--- src/rtl/noc_ingress_framer_if.sv ---
// Byte-stream ingress and FIFO-0 write port of the NoC ingress framer.
// master: framer side; slave: byte source plus downstream FIFO side.
interface noc_ingress_framer_if;
    logic [7:0] in_data;
    logic       in_valid;
    logic       in_ready;
    logic       fifo_full;
    logic       fifo_wr_en;
    logic [7:0] fifo_data;

    modport master (
        input  in_data, in_valid, fifo_full,
        output in_ready, fifo_wr_en, fifo_data
    );

    modport slave (
        output in_data, in_valid, fifo_full,
        input  in_ready, fifo_wr_en, fifo_data
    );
endinterface

--- src/rtl/noc_ingress_framer.sv ---
// Frames the raw input byte stream into length-checked NoC packets for FIFO 0,
// dropping malformed headers and zero-padding stalled packets. Define FRAMER_CSUM_EN to append an XOR checksum byte.
module noc_ingress_framer #(
    parameter int unsigned NUM_TILES = 4,
    parameter int unsigned TIMEOUT   = 255
) (
    input  logic                        clk,
    input  logic                        rst_n,
    noc_ingress_framer_if.master        bus,
    output logic                        busy,
    output logic                        err_drop,
    output logic                        err_timeout,
    output logic [7:0]                  pkt_count
);

    localparam int unsigned REM_W  = 5;
    localparam int unsigned IDLE_W = 8;

    typedef struct packed {
        logic [1:0] dest;
        logic [1:0] opcode;
        logic [3:0] len_m1;
    } hdr_t;

    typedef enum logic [2:0] {
        S_IDLE,
        S_PAYLOAD,
        S_PAD,
`ifdef FRAMER_CSUM_EN
        S_CSUM,
`endif
        S_DROP
    } state_t;

`ifdef FRAMER_CSUM_EN
    localparam state_t S_DONE = S_CSUM;
`else
    localparam state_t S_DONE = S_IDLE;
`endif

    state_t              state_q, state_n;
    logic [7:0]          oreg_q;
    logic                oval_q;
    logic [REM_W-1:0]    rem_q, rem_n;
    logic [IDLE_W-1:0]   idle_q, idle_n;
    logic                ready_c, load_c, pkt_inc_c, drop_c, tmo_c, can_load_c, last_c, hdr_ok_c;
    logic [7:0]          load_byte_c;
    hdr_t                hdr_c;
`ifdef FRAMER_CSUM_EN
    logic [7:0]          csum_q, csum_n;
`endif

    assign hdr_c      = hdr_t'(bus.in_data);
    assign hdr_ok_c   = (32'(hdr_c.dest) < NUM_TILES) && (hdr_c.opcode != 2'b11);
    assign can_load_c = !oval_q || !bus.fifo_full;
    assign last_c     = (rem_q == REM_W'(1));

    assign bus.in_ready   = rst_n & ready_c;
    assign bus.fifo_wr_en = oval_q & ~bus.fifo_full;
    assign bus.fifo_data  = oreg_q;

    // State register
    always_ff @(posedge clk or negedge rst_n) begin
        if (!rst_n) state_q <= S_IDLE;
        else        state_q <= state_n;
    end

    // Next-state, handshake and output-register load decisions
    always_comb begin
        state_n     = state_q;
        rem_n       = rem_q;
        idle_n      = idle_q;
        ready_c     = 1'b0;
        load_c      = 1'b0;
        load_byte_c = bus.in_data;
        pkt_inc_c   = 1'b0;
        drop_c      = 1'b0;
        tmo_c       = 1'b0;
`ifdef FRAMER_CSUM_EN
        csum_n      = csum_q;
`endif
        case (state_q)
            S_IDLE: begin
                ready_c = can_load_c;
                if (bus.in_valid && ready_c) begin
                    rem_n = REM_W'({1'b0, hdr_c.len_m1}) + REM_W'(1);
                    if (hdr_ok_c) begin
                        load_c  = 1'b1;
                        idle_n  = '0;
                        state_n = S_PAYLOAD;
`ifdef FRAMER_CSUM_EN
                        csum_n  = bus.in_data;
`endif
                    end else begin
                        state_n = S_DROP;
                    end
                end
            end
            S_PAYLOAD: begin
                ready_c = can_load_c;
                if (bus.in_valid && ready_c) begin
                    load_c = 1'b1;
                    rem_n  = rem_q - REM_W'(1);
                    idle_n = '0;
`ifdef FRAMER_CSUM_EN
                    csum_n = csum_q ^ bus.in_data;
`endif
                    if (last_c) begin
                        pkt_inc_c = 1'b1;
                        state_n   = S_DONE;
                    end
                end else if (!bus.in_valid) begin
                    // Only source silence counts; backpressure never aborts a packet.
                    if (idle_q == IDLE_W'(TIMEOUT - 1)) begin
                        tmo_c   = 1'b1;
                        idle_n  = '0;
                        state_n = S_PAD;
                    end else begin
                        idle_n = idle_q + IDLE_W'(1);
                    end
                end
            end
            S_PAD: begin
                if (can_load_c) begin
                    load_c      = 1'b1;
                    load_byte_c = 8'h00;
                    rem_n       = rem_q - REM_W'(1);
                    if (last_c) begin
                        pkt_inc_c = 1'b1;
                        state_n   = S_DONE;
                    end
                end
            end
`ifdef FRAMER_CSUM_EN
            S_CSUM: begin
                if (can_load_c) begin
                    load_c      = 1'b1;
                    load_byte_c = csum_q;
                    state_n     = S_IDLE;
                end
            end
`endif
            S_DROP: begin
                ready_c = 1'b1;
                if (bus.in_valid) begin
                    rem_n = rem_q - REM_W'(1);
                    if (last_c) begin
                        drop_c  = 1'b1;
                        state_n = S_IDLE;
                    end
                end
            end
            default: state_n = S_IDLE;
        endcase
    end

    // One-entry output register, counters and status flags
    always_ff @(posedge clk or negedge rst_n) begin
        if (!rst_n) begin
            oreg_q      <= '0;
            oval_q      <= 1'b0;
            rem_q       <= '0;
            idle_q      <= '0;
            pkt_count   <= '0;
            err_drop    <= 1'b0;
            err_timeout <= 1'b0;
            busy        <= 1'b0;
        end else begin
            if (load_c) oreg_q <= load_byte_c;
            oval_q      <= load_c | (oval_q & bus.fifo_full);
            rem_q       <= rem_n;
            idle_q      <= idle_n;
            if (pkt_inc_c) pkt_count <= pkt_count + 8'd1;
            err_drop    <= drop_c;
            err_timeout <= tmo_c;
            busy        <= (state_n != S_IDLE) | load_c | (oval_q & bus.fifo_full);
        end
    end

`ifdef FRAMER_CSUM_EN
    // Running XOR of header and emitted payload/pad bytes
    always_ff @(posedge clk or negedge rst_n) begin
        if (!rst_n) csum_q <= '0;
        else        csum_q <= csum_n;
    end
`endif

endmodule

--- src/flat_wrapper.sv ---
// flat-port wrapper written by rule: the top's interface ports become plain ports
module noc_ingress_framer_flat 
#(
    parameter int unsigned NUM_TILES = 4,
    parameter int unsigned TIMEOUT   = 255
)
  (clk, rst_n, busy, err_drop, err_timeout, pkt_count, bus_in_data, bus_in_valid, bus_fifo_full, bus_in_ready, bus_fifo_wr_en, bus_fifo_data);
  noc_ingress_framer_if bus_i ();
  input  logic clk;
  input  logic rst_n;
  output logic busy;
  output logic err_drop;
  output logic err_timeout;
  output logic [7:0] pkt_count;
  input wire logic [$bits(bus_i.in_data)-1:0] bus_in_data;
  input wire logic [$bits(bus_i.in_valid)-1:0] bus_in_valid;
  input wire logic [$bits(bus_i.fifo_full)-1:0] bus_fifo_full;
  output wire logic [$bits(bus_i.in_ready)-1:0] bus_in_ready;
  output wire logic [$bits(bus_i.fifo_wr_en)-1:0] bus_fifo_wr_en;
  output wire logic [$bits(bus_i.fifo_data)-1:0] bus_fifo_data;
  assign bus_i.in_data = bus_in_data;
  assign bus_i.in_valid = bus_in_valid;
  assign bus_i.fifo_full = bus_fifo_full;
  assign bus_in_ready = bus_i.in_ready;
  assign bus_fifo_wr_en = bus_i.fifo_wr_en;
  assign bus_fifo_data = bus_i.fifo_data;
  noc_ingress_framer #(.NUM_TILES(NUM_TILES), .TIMEOUT(TIMEOUT)) u_core (.clk(clk), .rst_n(rst_n), .bus(bus_i), .busy(busy), .err_drop(err_drop), .err_timeout(err_timeout), .pkt_count(pkt_count));
endmodule
--- config.mk ---
export PLATFORM = sky130hd
export DESIGN_NAME = noc_ingress_framer_flat
export DESIGN_NICKNAME = d
export VERILOG_FILES = /design/src/rtl/noc_ingress_framer_if.sv /design/src/rtl/noc_ingress_framer.sv /design/src/flat_wrapper.sv
export SDC_FILE = /design/constraint.sdc
export NUM_CORES = 1
export LEC_CHECK = 0
export CAP_MARGIN = 20
export CORE_MARGIN = 5
export CORE_UTILIZATION = 30
export CTS_CLUSTER_SIZE = 25
export DETAILED_ROUTE_END_ITERATION = 12
export HOLD_SLACK_MARGIN = 0.08
export PLACE_DENSITY = 0.58
export SLEW_MARGIN = 20
export SYNTH_ARGS = -nofsm -noshare
export SYNTH_HDL_FRONTEND = slang
export SYNTH_SLANG_ARGS = --single-unit
--- constraint.sdc ---
create_clock -name clk -period 2.4 [get_ports clk]
set_clock_uncertainty 0.1 [all_clocks]
set_input_delay 0.24 -clock clk [delete_from_list [all_inputs] [get_ports clk]]
set_output_delay 0.24 -clock clk [all_outputs]
set_load 0.005 [all_outputs]
# [Yosys cells after proc, flatten, opt, wreduce, memory -nomap -nowiden]
# Cells that the tools add are included.
[classes] addsub=4 bitwise_logic=7 mux=38 n_eq_ne=12 n_reduce_logical=11
[ops] operator="$mux W8" n=7
[ops] operator="$mux W3" n=7
[ops] operator="$mux W5" n=4
[ops] operator="$pmux W5 S4" n=1
[ops] operator="$add A8 B1 Y8 const B" n=2
[ops] operator="$pmux W8 S2" n=1
[ops] operator="$mux W1" n=13
[ops] operator="$pmux W3 S4" n=1
[ops] operator="$eq A8 B8 Y1 const B" n=1
[ops] operator="$ne A2 B1 Y1 const B" n=4
[ops] operator="$eq A3 B2 Y1 const B" n=2
[ops] operator="$add A4 B1 Y5 const B" n=1
[ops] operator="$eq A5 B1 Y1 const B" n=1
[ops] operator="$reduce_and A5 Y1" n=1
[ops] operator="$sub A5 B1 Y5 const B" n=1
[ops] operator="$ne A2 B2 Y1 const B" n=2
[ops] operator="$pmux W1 S2" n=2
[ops] operator="$reduce_and A4 Y1" n=1
[ops] operator="$reduce_bool A4 Y1" n=1
[ops] operator="$and A1 B1 Y1" n=3
[ops] operator="$eq A3 B1 Y1 const B" n=1
[ops] operator="$logic_not A3 Y1" n=1
[ops] operator="$ne A3 B2 Y1 const B" n=1
[ops] operator="$or A1 B1 Y1" n=3
[ops] operator="9 further kinds" n=10
[word_totals] regBits=36 wordCells=81 output_inout_bits=21 in_bits=12

# [Logic depth before layout (Yosys ltp)]
# Gate-level depths: netlist (run 1).
[depth] word_depth=8 mapped_depth=7

# [Worst setup path after synthesis (run 1)]
# No wires, ideal clock.
[synth_path] path_type="register to register" startpoint="register u_core.rem_q[1]" endpoint="register u_core.busy" setup_ps=131 required_ps=2169 arrival_ps=1548 synth_period_minus_slack_ps=1779 path_stages_with_launch=7 slack_ps=621 path_buffers=0 path_cell_list="dfrtp_1 > inv_1 > ha_1 > nor4b_4 > a21oi_1 > a211o_1 > or3_1"
[synth_between] elab_chain_len=7 word_cells_on_any_way=9 classes_between="eq/ne: 1; mux: 5; bitwise: 2; reduce/logical: 1"
[synth_lines] element="start, declared" line_no="noc_ingress_framer.sv:44" rtl="logic [REM_W-1:0] rem_q, rem_n;"
[synth_lines] element="start signal, assigned" line_no="noc_ingress_framer.sv:171" rtl="rem_q <= rem_n;"
[synth_lines] element="$eq A5 B1 Y1 *" line_no="noc_ingress_framer.sv:56" rtl="assign last_c = (rem_q == REM_W'(1));"
[synth_lines] element="$mux W3 *" line_no="noc_ingress_framer.sv:108, noc_ingress_framer.sv:128, noc_ingress_framer.sv:147"
[synth_lines] element="$mux W3, on equally long branches" line_no="noc_ingress_framer.sv:145, noc_ingress_framer.sv:101, noc_ingress_framer.sv:124"
[synth_lines] element="$pmux W3 S4 *" line_no="noc_ingress_framer.sv:82" rtl="case (state_q)"
[synth_lines] element="net u_core.state_n[0]" line_no="noc_ingress_framer.sv:41" rtl="state_t state_q, state_n;"
[synth_lines] element="$reduce_bool A3 Y1 *" line_no="noc_ingress_framer.sv:176" rtl="busy <= (state_n != S_IDLE) | load_c | (oval_q & bus.fifo_full);"
[synth_lines] element="$or A1 B1 Y1 * (2 in a row)" line_no="noc_ingress_framer.sv:176"
[synth_lines] element="end signal, assigned" line_no="noc_ingress_framer.sv:176"
[synth_lines] element="end, declared" line_no="noc_ingress_framer.sv:10" rtl="output logic busy,"
# Mark *: on every way through the listed nets, which the timed path passes. The rest lies on a longest branch.
# A chain may end at the register's enable or synchronous reset.

# [Final worst setup path (run 1)]
[layout_path] startpoint="register u_core.state_q[1]" endpoint="output bus_in_ready"
[layout_between] elab_chain_len=4 word_cells_on_any_way=6 classes_between="eq/ne: 2; mux: 1; bitwise: 1; reduce/logical: 2"
[layout_lines] element="start, declared" line_no="noc_ingress_framer.sv:41"
[layout_lines] element="start signal, assigned" line_no="noc_ingress_framer.sv:65" rtl="else state_q <= state_n;"
[layout_lines] element="$eq A3 B1 Y1 / $logic_not A3 Y1 (equally long branches)" line_no="noc_ingress_framer.sv:82"
[layout_lines] element="$reduce_or A2 Y1 (no source line)"
[layout_lines] element="$pmux W1 S2 *" line_no="noc_ingress_framer.sv:82"
[layout_lines] element="$and A1 B1 Y1 *" line_no="noc_ingress_framer.sv:58" rtl="assign bus.in_ready = rst_n & ready_c;"
[layout_lines] element="end, declared" line_no="flat_wrapper.sv:18" rtl="output wire logic [$bits(bus_i.in_ready)-1:0] bus_in_ready;"
# Mark *: on every way between the ends. The rest lies on a longest branch, timed or not.

==> results.sh, run 1 <==
export IMPL_status="completed"
export IMPL_critPathRequiredTime_ns=2.06
export IMPL_grt_pass1_wl_um=8170
export IMPL_setup_worst_path_end_class="output pin"
export IMPL_drt_wl_total_um=4650
export IMPL_antennaDiodeCount=0
export IMPL_synthCells=202
export IMPL_relSlewSlack_pct=61.3
export IMPL_fin_nets=259
export IMPL_syn_area_um2=2000
export IMPL_track_usage_pct=12.0
export IMPL_path_clk_slew_ns=0.08
export IMPL_grt_setup_unrepaired="no"
export IMPL_root_buffer="clkbuf_8"
export IMPL_setup_violations=0
export IMPL_fp_coreArea_um2=6420
export IMPL_async_flop_share_pct=100
export IMPL_syn_area_per_cell_um2=9.91
export IMPL_chipWidth_um=91.7
export IMPL_p_leak_nw=1.17
export IMPL_ant_nets=0
export IMPL_wl_per_cell_um=14.6
export IMPL_cts_buffer_depth=2
export IMPL_h_tree_depth=2
export IMPL_syn_num_nets=220
export IMPL_pin_count=33
export IMPL_layout_common_cells="dfrtp_1, clkdlybuf4s50_1, nand2_1, inv_1, nor2_1"
export IMPL_switching_share_pct=27.7
export IMPL_power_switching_uw=496
export IMPL_vias=1631
export IMPL_grt_ovfl_total=0
export IMPL_grt_antenna_before_repair=0
export IMPL_clkPwrFrac_pct=32.7
export IMPL_drt_iter0_drc=68
export IMPL_hp_class="flop to flop"
export IMPL_hold_violations=0
export IMPL_worst_slew_pin_slew_ns=0.577
export IMPL_cap_violations=0
export IMPL_syn2layout_area_growth_pct=28.0
export IMPL_fin_crit_ns=2.21
export IMPL_yosysSeqAreaShare_pct=45.0
export IMPL_critPathLaunchType="flop"
export IMPL_fin_area_um2=2560
export IMPL_port_buffers=32
export IMPL_power_frac_seq_pct=43.4
export IMPL_gp_congestion=0.820
export IMPL_hpwlAfterDp_um=3310
export IMPL_intPower_mw=1.29
export IMPL_worst_ep_arrival_time_ns=1.87
export IMPL_insertion_delay_ns=0.28
export IMPL_slew_viol_final=0
export IMPL_fin_crit_sh_pct=92.1
export IMPL_grt_max_degree=37
export IMPL_initial_core_util_pct=31.2
export IMPL_combPwrFrac_pct=23.9
export IMPL_num_rows=29
export IMPL_irDropWorstVdd_uv=262
export IMPL_cts_inserted_buffers=5
export IMPL_yosys_register_bits=36
export IMPL_drcViolationCount=0
export IMPL_layout_commonest_cell="dfrtp_1"
export IMPL_tritoncts="built"
export IMPL_cp_max_fo=7
export IMPL_worstSetupPathType="flop to output pin"
export IMPL_fmax_ghz=0.453
export IMPL_viasPerCell=5.11
export IMPL_synth_edf_count=0
export IMPL_ys_types=52
export IMPL_powerDensity_nw_per_um2=699
export IMPL_place_area_um2=2430
export IMPL_drtPass1Iterations=4
export IMPL_ys_warn_count=0
export IMPL_num_fill_cells=666
export IMPL_fp_dieH_um=91.7
export IMPL_drive_above_1_share_pct=9.09
export IMPL_dominantRegCellSynth="dfrtp_1"
export IMPL_cts_sinks=36
export IMPL_fin_setup_tns_ns=0
export IMPL_dieArea_um2=8410
export IMPL_grt_pass1_vias=1695
[power by group through the flow]
stage                     Combinational [mW]  Clock [mW]  Sequential [mW]
after CTS                              0.436       0.617            0.776
after global routing                   0.483       0.641            0.792
after detailed placement               0.429           0            0.788
after global placement                 0.427           0            0.788
after floorplan                        0.226           0            0.776
final                                  0.428       0.586            0.776
[logic make-up (layout without fill, tap and decap cells)]
family          Yosys count  in the layout  share of synthesized area, %
fa+ha+maj                 6              6                          3.75
simple gates             70             70                          19.8
flops                    36             36                          45.0
compound gates           48             48                          17.7
xor+xnor                  9              9                          3.94
buf+inv                  22             62                          4.63
mux                      10             10                          5.06
other cells               1              1                         0.187
[critical path: stages, from the launching register on]
cell	delay, ns
dfrtp_1	0.45
and2b_1	0.24
nor4b_1	0.33
clkdlybuf4s50_1	0.56
[flip-flops by register name, summed over array words and instances, names as in the netlist]
signal,cells
u_core.state_q,3
u_core.bus.fifo_data,8
u_core.rem_q,5
u_core.pkt_count,8
u_core.err_drop,1
u_core.err_timeout,1
u_core.busy,1
u_core.oval_q,1
u_core.idle_q,8
[worst paths after layout]
path                                      from             endpoint  slack, ns  cells after the start
min                        u_core.pkt_count[7]  u_core.pkt_count[7]       0.38                      1
max in group asynchronous                rst_n     u_core.idle_q[3]       1.41                      3
max                          u_core.state_q[1]         bus_in_ready       0.19                      3
min reg2reg                u_core.pkt_count[7]  u_core.pkt_count[7]       0.38                      1
max reg2reg                    u_core.rem_q[1]          u_core.busy       0.42                      6
min in group asynchronous                rst_n        u_core.oval_q       0.44                      3
[metal layers]
| metal | share of wire, % | GRT usage [%] |
|---|---|---|
| met5 | 0 | 0 |
| met3 | 3.8 | 2.86 |
| met1 | 47 | 15.6 |
| met2 | 48 | 20.0 |
| met4 | 1.2 | 3.34 |
[synthesized netlist by cell type, types with 2 or more instances]
cell type	n	area share [%]
ha_1	6	3.7
xnor2_1	8	3.5
buf_2	5	1.2
nand3b_1	2	0.75
dfrtp_1	36	45
nand4_1	6	1.9
a211o_1	2	0.88
and3_1	3	0.94
a21o_1	4	1.5
nand3_1	6	1.5
a21oi_1	6	1.5
inv_1	14	2.6
a211oi_1	6	2.2
nor3_1	4	1.0
mux2i_1	9	4.5
o22a_1	2	0.88
a22o_1	6	2.6
and4_1	2	0.88
nor2b_1	3	0.94
o211a_1	2	1.0
nor3b_1	2	0.75
nor2_1	11	2.1
o21ai_0	4	1.0
nand2_1	20	3.7
o21a_1	2	0.75
clkbuf_1	2	0.38
o21ai_1	4	1.0
[through the flow]
stage / hold slack, ns / power (mW) / util, % / setup slack (ns) / std cells
after floorplan: -0.156 / 1.00 / - / 0.621 / 202
after global placement: 0.239 / 1.22 / 37.8 / 0.232 / 310
after detailed placement: 0.241 / 1.22 / 37.8 / 0.218 / 310
after CTS: 0.397 / 1.83 / 39.9 / 0.133 / 319
after global routing: 0.413 / 1.92 / 39.9 / 0.0837 / 319
final: 0.384 / 1.79 / 39.9 / 0.190 / 319
[what timing repair did]
item,in CTS,in global routing
resized for setup,0,0
setup endpoints to repair,0,0
hold endpoints to repair,36,0
setup buffers,0,0
hold buffers,1,0
[area by class of cell]
type                            instances  area [µm²]  share of cell area, %
Clock buffer                            7        96.3                   3.76
Clock inverter                          1        30.0                   1.17
Inverter                               14        52.6                   2.05
Multi-Input combinational cell        144        1010                   39.4
Sequential cell                        36         901                   35.2
Tap cell                               77        96.3                   3.76
Timing Repair Buffer                   40         378                   14.7
(Power assumes the default switching activity.)
==> run 2: changes to the inputs <==
--- a/config.mk
+++ b/config.mk
@@ -5,6 +5,7 @@
 export SDC_FILE = /design/constraint.sdc
 export NUM_CORES = 1
 export LEC_CHECK = 0
+export ABC_AREA = 0
 export CAP_MARGIN = 20
 export CORE_MARGIN = 5
 export CORE_UTILIZATION = 30
==> results of run 2 <==
No change in the layout: final DEF, timing and power equal those of run 1.
==> run 3: changes to the inputs <==
--- a/config.mk
+++ b/config.mk
@@ -17,3 +17,4 @@
 export SYNTH_ARGS = -nofsm -noshare
 export SYNTH_HDL_FRONTEND = slang
 export SYNTH_SLANG_ARGS = --single-unit
+export TNS_END_PERCENT = 20
==> results of run 3 <==
No change in the layout: final DEF, timing and power equal those of run 1.
